**config.mk**
```make
export PLATFORM = sky130hd
export DESIGN_NAME = ptosda_tx
export DESIGN_NICKNAME = d
export VERILOG_FILES = /design/src/rtl/ptosda_tx.sv
export SDC_FILE = /design/constraint.sdc
export NUM_CORES = 1
export LEC_CHECK = 0
export BUFFER_PORTS_ARGS = -buffer_cell sky130_fd_sc_hd__buf_2
export CAP_MARGIN = 40
export CORE_MARGIN = 8
export CORE_UTILIZATION = 50
export DETAILED_ROUTE_END_ITERATION = 6
export HOLD_SLACK_MARGIN = 0.1
export PLACE_DENSITY = 0.74
export SYNTH_ARGS = -nofsm -noshare
export SYNTH_HDL_FRONTEND = slang
export SYNTH_SLANG_ARGS = --single-unit
```
**constraint.sdc**
```tcl
create_clock -name clk -period 4.5 [get_ports clk]
set_clock_uncertainty 0.2 [all_clocks]
set_input_delay 0.225 -clock clk [delete_from_list [all_inputs] [get_ports clk]]
set_output_delay 0.225 -clock clk [all_outputs]
set_load 0.01 [all_outputs]
```
**src/rtl/ptosda_tx.sv**
```systemverilog
// rtl/ptosda_tx.sv - parallel-to-serial scl/sda frame transmitter (START, MSB-first bits, STOP).
// Optional even parity bit after the data: define PTOSDA_TX_PARITY_EN.
module ptosda_tx #(
  parameter int HALF_DIV = 2,
  parameter int DATA_W   = 4
) (
  input  logic              clk,
  input  logic              rst_n,
  input  logic [DATA_W-1:0] in_data,
  input  logic              in_valid,
  output logic              in_ready,
  output logic              scl,
  output logic              sda,
  output logic              busy,
  output logic              done
);

`ifdef PTOSDA_TX_PARITY_EN
  localparam int SW = DATA_W + 1;
`else
  localparam int SW = DATA_W;
`endif
  localparam int BW = 5;
  localparam logic [7:0] HLAST = 8'(HALF_DIV - 1);

  localparam logic [2:0] S_IDLE     = 3'd0;
  localparam logic [2:0] S_START    = 3'd1;
  localparam logic [2:0] S_BIT_LO   = 3'd2;
  localparam logic [2:0] S_BIT_HI   = 3'd3;
  localparam logic [2:0] S_STOP_LO  = 3'd4;
  localparam logic [2:0] S_STOP_HI  = 3'd5;
  localparam logic [2:0] S_STOP_REL = 3'd6;

  logic [2:0]    state_q, state_d;
  logic [7:0]    cnt_q, cnt_d;
  logic [BW-1:0] bit_q, bit_d;
  logic [SW-1:0] shift_q, shift_d;
  logic          scl_q, scl_d;
  logic          sda_q, sda_d;
  logic          done_q, done_d;
  logic [SW-1:0] load_w;
  logic [SW-1:0] shifted_w;

  // The parity bit simply rides as the last bit of the shift register.
`ifdef PTOSDA_TX_PARITY_EN
  assign load_w = {in_data, ^in_data};
`else
  assign load_w = in_data;
`endif
  assign shifted_w = shift_q << 1;

  assign in_ready = (state_q == S_IDLE);
  assign busy     = (state_q != S_IDLE);
  assign scl      = scl_q;
  assign sda      = sda_q;
  assign done     = done_q;

  always_comb begin
    state_d = state_q;
    cnt_d   = cnt_q;
    bit_d   = bit_q;
    shift_d = shift_q;
    scl_d   = scl_q;
    sda_d   = sda_q;
    done_d  = 1'b0;
    if (state_q == S_IDLE) begin
      if (in_valid) begin
        shift_d = load_w;
        bit_d   = BW'(SW - 1);
        cnt_d   = 8'd0;
        state_d = S_START;
        scl_d   = 1'b1;
        sda_d   = 1'b0;
      end
    end else if (cnt_q != HLAST) begin
      cnt_d = cnt_q + 8'd1;
    end else begin
      cnt_d = 8'd0;
      case (state_q)
        S_START: begin
          state_d = S_BIT_LO;
          scl_d   = 1'b0;
          sda_d   = shift_q[SW-1];
        end
        S_BIT_LO: begin
          state_d = S_BIT_HI;
          scl_d   = 1'b1;
        end
        S_BIT_HI: begin
          shift_d = shifted_w;
          scl_d   = 1'b0;
          if (bit_q == '0) begin
            state_d = S_STOP_LO;
            sda_d   = 1'b0;
          end else begin
            state_d = S_BIT_LO;
            bit_d   = bit_q - 1'b1;
            sda_d   = shifted_w[SW-1];
          end
        end
        S_STOP_LO: begin
          state_d = S_STOP_HI;
          scl_d   = 1'b1;
          sda_d   = 1'b0;
        end
        S_STOP_HI: begin
          state_d = S_STOP_REL;
          scl_d   = 1'b1;
          sda_d   = 1'b1;
        end
        default: begin
          state_d = S_IDLE;
          scl_d   = 1'b1;
          sda_d   = 1'b1;
          done_d  = 1'b1;
        end
      endcase
    end
  end

  always_ff @(posedge clk or negedge rst_n) begin
    if (!rst_n) begin
      state_q <= S_IDLE;
      cnt_q   <= 8'd0;
      bit_q   <= '0;
      shift_q <= '0;
      scl_q   <= 1'b1;
      sda_q   <= 1'b1;
      done_q  <= 1'b0;
    end else begin
      state_q <= state_d;
      cnt_q   <= cnt_d;
      bit_q   <= bit_d;
      shift_q <= shift_d;
      scl_q   <= scl_d;
      sda_q   <= sda_d;
      done_q  <= done_d;
    end
  end

endmodule

```
# Yosys cells after proc, flatten, opt, wreduce, memory -nomap -nowiden

Cells that the tools add are included.
W data, S select, Z words.

Input port bits: 7
Logic and storage cells: 58
Bits in registers: 23
Output and inout bits: 5

Reduce and logical (&&, ||, !) cells: 10
$add $sub $neg: 2
Mux-type cells: 29
Eq/ne operators: 10

Operators by type and width:

| cell                  | count |
|---|---|
| $mux W5               | 5 |
| $mux W8               | 3 |
| $mux W4               | 4 |
| $pmux W3 S5           | 1 |
| $mux W3               | 4 |
| $mux W1               | 11 |
| $add A8 B1 Y8 const B | 1 |
| $ne A2 B2 Y1 const B  | 4 |
| $ne A8 B1 Y1 const B  | 1 |
| $eq A3 B2 Y1 const B  | 2 |
| $eq A3 B3 Y1 const B  | 2 |
| $reduce_and A3 Y1     | 2 |
| $logic_not A5 Y1      | 1 |
| $reduce_or A5 Y1      | 1 |
| $sub A5 B1 Y5 const B | 1 |
| $pmux W1 S4           | 1 |
| $reduce_and A4 Y1     | 1 |
| $eq A3 B1 Y1 const B  | 1 |
| $logic_not A3 Y1      | 1 |
| $reduce_bool A3 Y1    | 1 |
| $reduce_and A2 Y1     | 1 |
| $reduce_bool A2 Y1    | 1 |
| $reduce_or A2 Y1      | 1 |

# Logic depth before layout (Yosys ltp)

Gate-level depths: netlist of the first run.

Word-level depth: 5
Gate-level depth with buffers: 6
Depth with buffers taken out: 6

# Worst setup path after synthesis of the first run

No wires, ideal clock.

Kind: flip-flop to flip-flop
Start point: register cnt_q[1]
End point: register shift_q[1]
Slack: 2.408 ns
Required time: 4.175 ns
Stages on the path, launching flop included: 7
Period minus slack after synthesis: 2.092 ns
Setup time: 0.125 ns
Buffers on the path: 0
Data arrival time: 1.767 ns
Cells stage by stage: dfrtp_1 > inv_1 > ha_1 > nor4b_1 > nand2_1 > o21ai_2 > mux2_2

Word-level cells in the longest chain between the ends: 3

Ends and longest elaborated chain:

| what                        | RTL line | text |
|---|---|---|
| start, declared             | 35       | `logic [7:0] cnt_q, cnt_d;` |
| start signal, assigned      | 132      | `cnt_q <= cnt_d;` |
| $ne A8 B1 Y1                | 75       | `end else if (cnt_q != HLAST) begin` |
| $ne A2 B2 Y1 (no line)      | -        |  |
| $reduce_and A3 Y1 (no line) | -        |  |
| end signal, assigned        | 134      | `shift_q <= shift_d;` |
| end, declared               | 37       | `logic [SW-1:0] shift_q, shift_d;` |

Every way passes these cells.
A chain may end at the register's enable or synchronous reset.

# Worst setup path in the final report of the first run

Start point: register state_q[2]
End point: output busy

Word-level cells in the longest chain between the ends: 1

Ends and longest elaborated chain:

| what                   | RTL line | text |
|---|---|---|
| start, declared        | 34       | `logic [2:0] state_q, state_d;` |
| start signal, assigned | 131      | `state_q <= state_d;` |
| $reduce_bool A3 Y1     | 53       | `assign busy = (state_q != S_IDLE);` |
| end, declared          | 14       | `output logic busy,` |

Every way passes these cells.

==> run summary, run 1 <==
The run finished with clean final reports. Measured along the y axis, the die boundary spans 66.5 µm. At the end of routability-driven placement, the weighted congestion stood at 0.854.

Buffers inserted during clock tree synthesis total 3. Setup repair after global routing left no endpoint under its margin. The launch instance of the worst register-to-register path was cnt_q[1]. The worst hold path terminates at scl. The via count was 1078; the transition time of the tightest slew-check pin was 0.961 ns. When the netlist entered floorplanning its net count stood at 150. After synthesis, the most frequently instantiated cells are sky130_fd_sc_hd__nand2_1, sky130_fd_sc_hd__dfrtp_1, sky130_fd_sc_hd__o21ai_0. The overall die width is 66.5 µm. The clock drives 23 sinks. The cell count after synthesis came out at 139.

The combined area of all synthesized cells is 1280 µm². The longest clock path from root to sink contains 2 buffers. The logs give 0.130 for the overall global routing resource usage and 36 for the number of DRC markers in iteration 0. The total of max-cap violations is 0. The worst slew slack as a fraction of its limit is 0.350. The repair_antennas step left the layout with diodes totalling 0.

The worst register-to-register path ends at shift_q[2]. The fraction of synthesized cell area taken by the top area cell type came out at 0.411. Adding up every negative setup slack in the final design gives 0 ns. The number of different library cells used by synthesis comes to 39. The run gives 2.22 ns as the worst-case setup slack after placement. The via density per instance works out to 5.83.

Derived from the worst setup path, the maximum achievable clock frequency is 0.422 GHz. In the final routed layout, each cell accounts on average for 14.4 µm. Counting instances, the worst hold path has a depth of 3. The tools report the pin count of the biggest net entering global routing as 24.

The analysis attributes to cell leakage a power of 0.671 nW. The cell count of the worst reg-to-reg path was 6; the number of enable flip-flop cells after synthesis was 0. The design draws 312 µW. At the end of the flow, the number of nets in the layout was 167. The async set-or-reset flop fraction in the synthesized netlist was 1.00. TritonCTS built the clock tree. Kind of capture point of the worst setup path: an output pin. Dividing total power by cell area gives a power density of 218 nW/µm².

The critical path start-end classification was reg2out. For the core area, the log shows 2450 µm². The post-cts hold buffer count is 5, and the setup violation total in the final timing report is 0. The clock reaches the later pin of the worst-skew pair after 0.31 ns.

Fill cells in the final layout number 205. After clock tree synthesis, the clock-pin slew on the worst setup and hold paths is 0.12 ns. Of all cell types, the one taking the most synthesized area is sky130_fd_sc_hd__dfrtp_1.

The logs give 0.520 for the initial cell density of the core and 4430 µm² for the total die area. In this run the tool buffered the top-level ports with 11 buffer cells. The period utilization is 0.526, and the sum of net half-perimeters after detailed placement is 1.95 mm. The number of warnings issued by yosys was 0; the global-route wire length before repair was 4.61 mm. Relative to the synthesized area, the layout overhead comes to 12.0%. In this run the worst path has a maximum fanout of 13.

The layout cell share with drive strength beyond 1 was 0.168; the number of detailed-routing iterations run before antenna repair was 4. Number of antenna violations at the first check in global routing: 0. The total grt overflow is 0. For the finished layout, the period the worst path requires is 2.37 ns. Yosys instantiated no cell more often than sky130_fd_sc_hd__nand2_1. The initialized floorplan defines 18 standard-cell rows. For the number of H-tree levels, the log shows 1. The worst hold path begins at in_valid.

Ranked by total cell area, the synthesized netlist is headed by sky130_fd_sc_hd__dfrtp_1, sky130_fd_sc_hd__nand2_1, sky130_fd_sc_hd__o21ai_0. The average cell area after synthesis works out to 9.19 µm². The number of global-route vias before repair is 1066.

In this run the post-CTS setup repair buffer count came out at 0. The sequential fraction of the synthesis area came out at 0.452. The run gives 12 as the I/O pin total. Required time of the worst setup path: 4.07 ns. STA classifies the critical path startpoint as a flip-flop.

After clock tree synthesis, the repair step resized 0 gates. The synthesized design contains 23 register bits. The worst hold path belongs to the class in2reg. STA puts the critical path data arrival time at 1.94 ns. The tools report the minimum setup slack in the final design as 2.13 ns. CTS placed an instance of sky130_fd_sc_hd__clkbuf_4 at the clock tree root. The dominant register cell in the synthesized netlist was sky130_fd_sc_hd__dfrtp_1. The tools report the final-report hold violation count as 0.

Setup slack on the worst reg-to-reg path comes out at 2.15 ns. The worst-case IR drop observed on VDD is 0.156 mV. The logs give 0.583 for the final design utilization and 0 for the max-slew violation total from the final report. The number of routed nets with antenna violations is 0, and the total detailed-routing wirelength is 2.67 mm. In the routed design, unresolved DRC markers number 0.
## worst max path at each step
| stage | slack (ns) | cells past startpoint | end | startpoint |
|---|---|---|---|---|
| 2_1_floorplan | 2.41 | 6 | shift_q[1] | cnt_q[1] |
| 3_3_place_gp | 2.25 | 6 | shift_q[2] | cnt_q[1] |
| 3_5_place_dp | 2.22 | 6 | shift_q[1] | cnt_q[1] |
| 4_1_cts | 2.17 | 3 | busy | state_q[2] |
| 5_1_grt | 1.96 | 6 | shift_q[1] | cnt_q[1] |
| 6_report | 2.13 | 3 | busy | state_q[2] |
## final cells by class
cell class	count	area (µm²)	area share
clock inverter	1	5.00	0.00350
tap	30	37.5	0.0262
multi-input combinational	104	653	0.456
clock buffer	3	22.5	0.0157
timing repair buffer	16	105	0.0734
inverter	8	30.0	0.0210
sequential	23	578	0.404
## cell families after synthesis
kind of cell,synth area share
xor gates and xnor gates,0.0206
and+or+nand+nor,0.236
muxes,0.0264
AOI/OAI and AO/OA,0.189
adders and majority gates,0.0392
DFF,0.452
buffers and inverters,0.0362
## state kept, by name, summed over array words and instances, names as in the netlist
| signal | count |
|---|---|
| bit_q | 5 |
| state_q | 3 |
| done | 1 |
| shift_q | 4 |
| scl | 1 |
| cnt_q | 8 |
| sda | 1 |
## power by group
part / switching [mW] / total, mW / internal (mW)
clock network: 0.0615 / 0.0946 / 0.0332
registers: 0 / 0.207 / 0.207
logic: 0.00549 / 0.0103 / 0.00481
## critical path, stage by stage, from the launching register on
cell	delay, ns
sky130_fd_sc_hd__dfrtp_1	0.55
sky130_fd_sc_hd__nor3_2	0.61
sky130_fd_sc_hd__inv_1	0.27
sky130_fd_sc_hd__buf_2	0.21
## cells in the final DEF (no fill, tap or decap), types with 3 or more instances in the layout
cell,n
sky130_fd_sc_hd__nand2_1,22
sky130_fd_sc_hd__dfrtp_1,21
sky130_fd_sc_hd__o21ai_0,11
sky130_fd_sc_hd__buf_2,11
sky130_fd_sc_hd__nor2_1,9
sky130_fd_sc_hd__inv_1,8
sky130_fd_sc_hd__a21oi_1,8
sky130_fd_sc_hd__nor3_1,5
sky130_fd_sc_hd__dlygate4sd3_1,5
sky130_fd_sc_hd__nand3_1,4
sky130_fd_sc_hd__ha_1,4
sky130_fd_sc_hd__nand3b_1,3
sky130_fd_sc_hd__o31ai_1,3
sky130_fd_sc_hd__a31oi_1,3
sky130_fd_sc_hd__mux2_2,3
sky130_fd_sc_hd__clkbuf_4,3
## through the flow
stage	instances	area, µm²	hold WS [ns]
final	185	1430	0.130
after detailed placement	176	1350	0.0281
after global placement	176	1350	0.0254
after CTS	185	1430	0.123
after global routing	185	1430	0.125
after floorplan	139	1280	-0.271
## per-layer routing
layer | global-route usage | vias to the layer above | part of all wire
met5 | 0 | - | 0
met4 | 0.0693 | 0 | 0.0056
met3 | 0.0235 | 2 | 0.051
met2 | 0.219 | 32 | 0.50
met1 | 0.153 | 509 | 0.44
li1 | - | 535 | -
Power figures use the tool's default switching activity.
==> run 2: changes to the inputs <==
PLACE_DENSITY = 0.77   (was 0.74)
clock period = 2.03 ns   (was 4.5 ns; I/O delays follow)
==> run 2 against run 1 <==
Net effect:
- core utilization grew 8.1 points
- routed wire length grew 15%
- sequential power grew 120%
- flip-flop and latch count is the same
- global-route usage grew 1.7 points
- via count grew 8.1%
- clock power grew 130%
- design area grew 14%
- register-to-register slack lost 2.1 ns
- first-iteration DRC count grew 53%
- critical endpoint is now bit_q[1]
- combinational power grew to 3.0 times the previous value
==> run summary, run 2 (same netlist as run 1, synthesis figures left out) <==
The flow ran to the end, and the final reports show no timing, DRC or antenna violations. The startpoint identified for the worst register-to-register timing path is cnt_q[1]. The count of port buffers added during placement is 11 (unchanged). The tools report the total die area as 4430 µm² (unchanged). The layout cell share with drive strength beyond 1 works out to 0.269 (+0.101). Number of detailed-routing iterations run before antenna repair: 4 (unchanged). Leaving out fill and tap cells, the most frequent cells in the layout are sky130_fd_sc_hd__nand2_1, sky130_fd_sc_hd__dfrtp_1, sky130_fd_sc_hd__buf_4. The period utilization came out at 0.986. The number of standard cells in the layout, taps in and fillers out came out at 205 (+11%).

The flip-flop count of the largest register after layout came out at 8 (unchanged). The worst hold path depth came out at 2 (-1). The overall die width is 66.5 µm (unchanged).

The number of DRC markers in iteration 0 came out at 55 (+53%). For the total instance count after detailed placement, the log shows 189 (+7.4%). The worst hold path begins at scl.

The total of max-cap violations is 0 (unchanged). Class of the worst hold path: reg2reg. For the via count, the log shows 1165 (+8.1%). The required time of the worst setup path came out at 2.08 ns (-1.99 ns). The run gives 2450 µm² (unchanged) as the core area. Overall global routing resource usage: 0.148 (+0.0175). The global-route wire length before repair was 5.13 mm (+11%); the transition time of the tightest slew-check pin was 0.412 ns (-0.549 ns). Total power divided by cell area: 431 nW/µm² (+98%). The worst slew slack as a fraction of its limit came out at 0.723 (+0.373).

The library cell used most frequently in the layout, excluding fill and tap cells, is sky130_fd_sc_hd__nand2_1. The final antenna diode count was 0 (unchanged); the highest ir drop seen on vdd was 0.420 mV (+170%). The routed wirelength normalized by instance count is 14.9 µm (+3.6%), and the pin count of the biggest net entering global routing is 22 (-8.3%). The logs give 0.776 nW (+16%) for the static power due to leakage and 18 (unchanged) for the number of rows created at floorplan. The clock edge transition at the registers on the reported setup and hold paths is 0.12 ns (about the same). The tools report the max-slew violation total from the final report as 0 (unchanged). Number of nets in the layout: 187 (+12%).

The data arrival time of the worst path was 2.05 ns (+0.11 ns). The clock tree root buffer cell is sky130_fd_sc_hd__clkbuf_4. In the final layout, the registers with the most flip-flops are cnt_q x8, bit_q x5, shift_q x4. The largest fanout on the critical path was 4 (-9); the peak clock frequency supported by timing was 0.499 GHz. The total grt overflow is 0 (unchanged), and the final-report hold violation count is 0 (unchanged).

The die span in y came out at 66.5 µm (unchanged). The worst setup path is captured at a flip-flop. The run gives 0.31 ns (about the same) as the clock latency reported for the late side of the worst-skew pair. Nature of the critical path startpoint: a flip-flop. Buffer levels on the longest clock path: 2 (unchanged).

For the number of H-tree levels, the log shows 1 (unchanged). The via density per instance was 5.68 (-2.5%). The run gives 1140 (+6.9%) as the number of global-route vias before repair. Largest register by flop count: cnt_q. The final design utilization is 0.664 (+0.0810), and the TritonCTS buffer count is 3 (unchanged). The routability congestion estimate from global placement is 0.822 (-3.7%). The tools report the total detailed-routing wirelength as 3.06 mm (+15%). The critical path is of the reg2reg type. The path with the worst hold slack has its endpoint at scl. The run gives 2.13 mm (+8.9%) as the sum of net half-perimeters after detailed placement.

The DRC violation count after routing is 0 (unchanged), and the I/O pin total is 12 (unchanged). Setup repair after global routing could not meet its margin everywhere. The endpoint identified for the worst register-to-register timing path is bit_q[1]. Number of sinks driven by the clock tree: 23 (unchanged). Register-to-register setup slack: 0.03 ns (-2.12 ns).

Initial cell density of the core: 0.520 (unchanged). The setup violation total in the final timing report is 0 (unchanged). The tools report the number of routed nets with antenna violations as 0 (unchanged).

From synthesis to final layout, the design area changed by 27.6%. The cell count of the worst reg-to-reg path is 7 (+1), and the number of antenna violations at the first check in global routing is 0 (unchanged). The shortest period the worst path allows came out at 2.00 ns. TritonCTS built the clock tree.
[run 2: timing repair]
action | 4_1_cts | 5_1_grt
buffers inserted | 2 | 1
setup endpoints to repair | 4 | 4
resized for setup | 2 | 4
endpoints found under the hold margin | 38 | 0
pin swaps | 1 | 0
hold buffers | 8 | 0
[run 2: cell type report]
cell class / instances / area [µm²]
fillers: 203 / 825
multi-input cells: 104 / 692
flip-flops and latches: 23 / 578
repair buffers: 36 / 267
well taps: 30 / 37.5
inverters: 8 / 30.0
clock buffers: 4 / 26.3
[run 2: per-stage QoR]
step | setup TNS, ns | hold WS (ns) | area (µm²) | worst slack (ns) | power (mW)
final | 0 | 0.307 | 1630 | 0.0276 | 0.703
after global routing | -0.121 | 0.351 | 1630 | -0.0633 | 0.725
after CTS | 0 | 0.305 | 1590 | 0.0145 | 0.705
after detailed placement | -0.0602 | -0.0980 | 1460 | -0.0602 | 0.483
after global placement | -0.0143 | -0.104 | 1460 | -0.0143 | 0.483
after floorplan | 0 | -0.394 | 1280 | 0.0147 | 0.467
[run 2: power by group]
part / switching [mW] / internal, mW
sequential: 0 / 0.458
combinational: 0.0148 / 0.0164
clock: 0.137 / 0.0767
total: 0.151 / 0.551
[run 2: layer usage]
layer | track usage | up-vias | wire length (µm)
met1 | 0.189 | 549 | 1380
li1 | - | 574 | -
met5 | 0 | - | 0
met4 | 0.0853 | 0 | 46
met3 | 0.0235 | 4 | 146
met2 | 0.228 | 38 | 1490
[run 2: how the worst max path moves through the flow]
stage,start,endpoint,slack [ns],depth (start not counted)
final,cnt_q[1],bit_q[1],0.03,7
after global routing,cnt_q[1],bit_q[0],-0.06,7
after CTS,cnt_q[1],bit_q[1],0.01,7
after detailed placement,cnt_q[1],bit_q[3],-0.06,6
after global placement,cnt_q[1],bit_q[3],-0.01,6
after floorplan,cnt_q[1],bit_q[3],0.01,6
[run 2: critical path: stages (launching register included)]
cell and delay (ns):
sky130_fd_sc_hd__dfrtp_1 0.42, sky130_fd_sc_hd__inv_2 0.08, sky130_fd_sc_hd__ha_4 0.11, sky130_fd_sc_hd__or4b_4 0.49, sky130_fd_sc_hd__nor4_4 0.30, sky130_fd_sc_hd__buf_4 0.18
sky130_fd_sc_hd__nor3_1 0.04, sky130_fd_sc_hd__a21oi_1 0.11
==> run 3: changes to the inputs <==
ABC_CLOCK_PERIOD_IN_PS = 2029   (was unset)
RECOVER_POWER = 100   (was unset)
==> run 3 against run 2 <==
Net effect:
- sequential share of layout area grew 0.25 points
- non-clock buffer count unchanged
- sequential power barely moved
- setup slack worse by 0.0089 ns
- core utilization decreased by 0.46 points
- hold slack hardly changed
- first-iteration DRC count is the same
- cell count stayed put
- largest cell class unchanged
- critical endpoint unchanged
- flip-flop and latch count stayed put
- die area stayed put
==> run summary, run 3 (same netlist as run 1, synthesis figures left out) <==
The global-route wire length before repair was 5.13 mm (unchanged). The tools report the kind of capture point of the worst setup path as a flip-flop. The count of port buffers added during placement was 11 (unchanged); the layout cell share with drive strength beyond 1 was 0.246 (-0.0229). The period utilization is 0.991 (+0.00436). The total detailed-routing wirelength is 3.07 mm (+0.29%). The logs give 0.720 (-0.00320) for the worst slew slack as a fraction of its limit and 0 (unchanged) for the final-report hold violation count.

The run gives 22 (unchanged) as the pin count of the biggest net entering global routing. The I/O pin total was 12 (unchanged); the total grt overflow was 0 (unchanged). The total power divided by cell area was 433 nW/µm² (+0.35%). The run gives 550 µW (-0.28%) as the total internal power. The top cell types in the final layout, fill and taps aside, are sky130_fd_sc_hd__nand2_1, sky130_fd_sc_hd__dfrtp_1, sky130_fd_sc_hd__buf_4. The run finished with clean final reports. Total die area: 4430 µm² (unchanged). The tools report the clock tree root buffer cell as sky130_fd_sc_hd__clkbuf_4. The flip-flop count of the largest register after layout came out at 8 (unchanged).

The transition time of the tightest slew-check pin was 0.420 ns (+0.00832 ns). The tools report the required time of the worst setup path as 2.07 ns (about the same). Setup repair after global routing could not meet its margin everywhere. The tools report the final antenna diode count as 0 (unchanged). The largest registers in the layout are cnt_q x8, bit_q x5, shift_q x4. The sum of net half-perimeters after detailed placement came out at 2.13 mm (unchanged).

The combinational cell fraction of total power came out at 0.042 (-0.002). TritonCTS built the clock tree. The worst path buffer plus inverter count is 2 (unchanged), and the number of H-tree levels is 1 (unchanged). The via count came out at 1170 (+0.43%).

Initial cell density of the core: 0.520 (unchanged). The number of rows created at floorplan came out at 18 (unchanged). The largest fanout on the critical path is 4 (unchanged). The shortest period the worst path allows came out at 2.01 ns (+0.00885 ns).

The number of sinks driven by the clock tree was 23 (unchanged); the TritonCTS buffer count was 3 (unchanged). The via density per instance was 5.71 (+0.43%); the area of all placed cells without fillers was 1620 µm² (-0.69%). The largest stage delay on the critical path is 0.49 ns (about the same). The critical path is of the reg2reg type. The number of DRC markers in iteration 0 came out at 55 (unchanged). The peak clock frequency supported by timing is 0.497 GHz (-0.44%). The setup violation total in the final timing report was 0 (unchanged). The kind of cell with the highest combined delay along the critical path is simple AND/OR/NAND/NOR gates. Compared with the post-synthesis result, the final layout area differs by 26.7%. The clock share of power came out at 0.304 (about the same).

The tools report the number of antenna violations at the first check in global routing as 0 (unchanged). Overall die width: 66.5 µm (unchanged). The total of max-cap violations came out at 0 (unchanged). Traced cell by cell, the critical path runs through inv_2 -> ha_4 -> or4b_4 -> nor4_4 -> buf_4 -> nor3_1 -> a21oi_1.

Class of the worst hold path: reg2reg. The part of the total power dissipated in sequential elements was 0.654 (+0.002). The cell type of the slowest stage on the worst timing path is sky130_fd_sc_hd__or4b_4. For the total instance count after detailed placement, the log shows 189 (unchanged).

The setup TNS after final layout is 0 ns (unchanged), and the switching share of total power is 0.215 (-0.000462). The power dissipated by switching net loads is 151 µW (-0.56%), and the clock latency reported for the late side of the worst-skew pair is 0.31 ns (about the same). The nature of the critical path startpoint is a flip-flop.

The clock edge transition at the registers on the reported setup and hold paths was 0.12 ns (about the same); the core area was 2450 µm² (unchanged). The routability congestion estimate from global placement is 0.822 (unchanged), and the die span in y is 66.5 µm (unchanged). The data arrival time of the worst path was 2.06 ns (about the same); the post-detailed-placement cell area was 1460 µm² (unchanged).

The DRC violation count after routing was 0 (unchanged); the number of routed nets with antenna violations was 0 (unchanged). The most critical setup path has its startpoint at cnt_q[1]. Largest register by flop count: cnt_q. The highest ir drop seen on vdd is 0.420 mV (about the same). The run gives 0 (unchanged) as the max-slew violation total from the final report.

The number of global-route vias before repair is 1140 (unchanged), and the buffer levels on the longest clock path is 2 (unchanged). The run gives 187 (unchanged) as the number of nets in the layout. The final design utilization was 0.660 (-0.00459); the static power due to leakage was 0.761 nW (-1.9%). Leaving out fill and tap cells, the most frequent cell in the layout is sky130_fd_sc_hd__nand2_1. Filler cell count: 205 (+0.99%). In this run the most critical hold path is launched from bit_q[0]. The routed wirelength normalized by instance count was 15.0 µm (+0.29%); the number of detailed-routing iterations run before antenna repair was 4 (unchanged). In this run the critical register-to-register path is launched from cnt_q[1].

The number of standard cells in the layout, taps in and fillers out came out at 205 (unchanged). The run gives 701 µW (-0.34%) as the total design power. The tools report the overall global routing resource usage as 0.148 (unchanged).
## run 3: cell types whose count changed in the layout (fill, tap and decap cells not counted)
cell                       before  now
sky130_fd_sc_hd__buf_2         11    7
sky130_fd_sc_hd__clkbuf_1       1    5
sky130_fd_sc_hd__buf_6          1    0
sky130_fd_sc_hd__clkbuf_2       0    1
## run 3: area by class of cell
type                       instances  area, µm²  area share
sequential                        23        578       0.357
inverter                           8       30.0      0.0185
timing repair buffer              36        255       0.158
clock buffer                       4       26.3      0.0162
multi-input combinational        104        692       0.427
tap                               30       37.5      0.0232
## run 3: worst paths after layout
| path | endpoint | slack (ns) | cells after the start |
|---|---|---|---|
| worst max-delay path | bit_q[1] | 0.02 | 7 |
| worst min-delay path | bit_q[0] | 0.31 | 1 |
| worst max register to register | bit_q[1] | 0.02 | 7 |
| worst min register to register | bit_q[0] | 0.31 | 1 |
| max in group asynchronous | bit_q[2] | 0.35 | 4 |
| min in group asynchronous | bit_q[1] | 0.57 | 3 |
## run 3: power groups by stage
stage | Sequential, mW | Clock, mW | Combinational, mW
final | 0.458 | 0.213 | 0.0296
after global routing | 0.458 | 0.232 | 0.0326
after CTS | 0.458 | 0.218 | 0.0286
after detailed placement | 0.467 | 0 | 0.0163
after global placement | 0.467 | 0 | 0.0157
after floorplan | 0.467 | 0 | 0.000420
## run 3: stage by stage
stage	hold slack (ns)	setup slack, ns
global placement	-0.104	-0.0143
detailed placement	-0.0980	-0.0602
finish	0.307	0.0187
global route	0.351	-0.0633
CTS	0.305	0.0145
floorplan	-0.394	0.0147
## run 3: routing by layer
metal | vias up | GRT usage | share of wire
li1 | 574 | - | -
met1 | 549 | 0.189 | 0.45
met2 | 42 | 0.228 | 0.48
met3 | 5 | 0.0235 | 0.056
met4 | 0 | 0.0853 | 0.015
met5 | - | 0 | 0
## run 3: worst reg2reg max path, stage by stage, from the launching register on
cell	delay [ns]
sky130_fd_sc_hd__dfrtp_1	0.42
sky130_fd_sc_hd__inv_2	0.08
sky130_fd_sc_hd__ha_4	0.11
sky130_fd_sc_hd__or4b_4	0.49
sky130_fd_sc_hd__nor4_4	0.30
sky130_fd_sc_hd__buf_4	0.19
sky130_fd_sc_hd__nor3_1	0.04
sky130_fd_sc_hd__a21oi_1	0.12
## run 3: timing repair
| action | in CTS | in global routing |
|---|---|---|
| gates resized for setup | 2 | 4 |
| pin swaps | 1 | 0 |
| endpoints found under the setup margin | 4 | 4 |
| setup buffers | 2 | 1 |
| hold buffers | 8 | 0 |
| hold endpoints to repair | 38 | 0 |
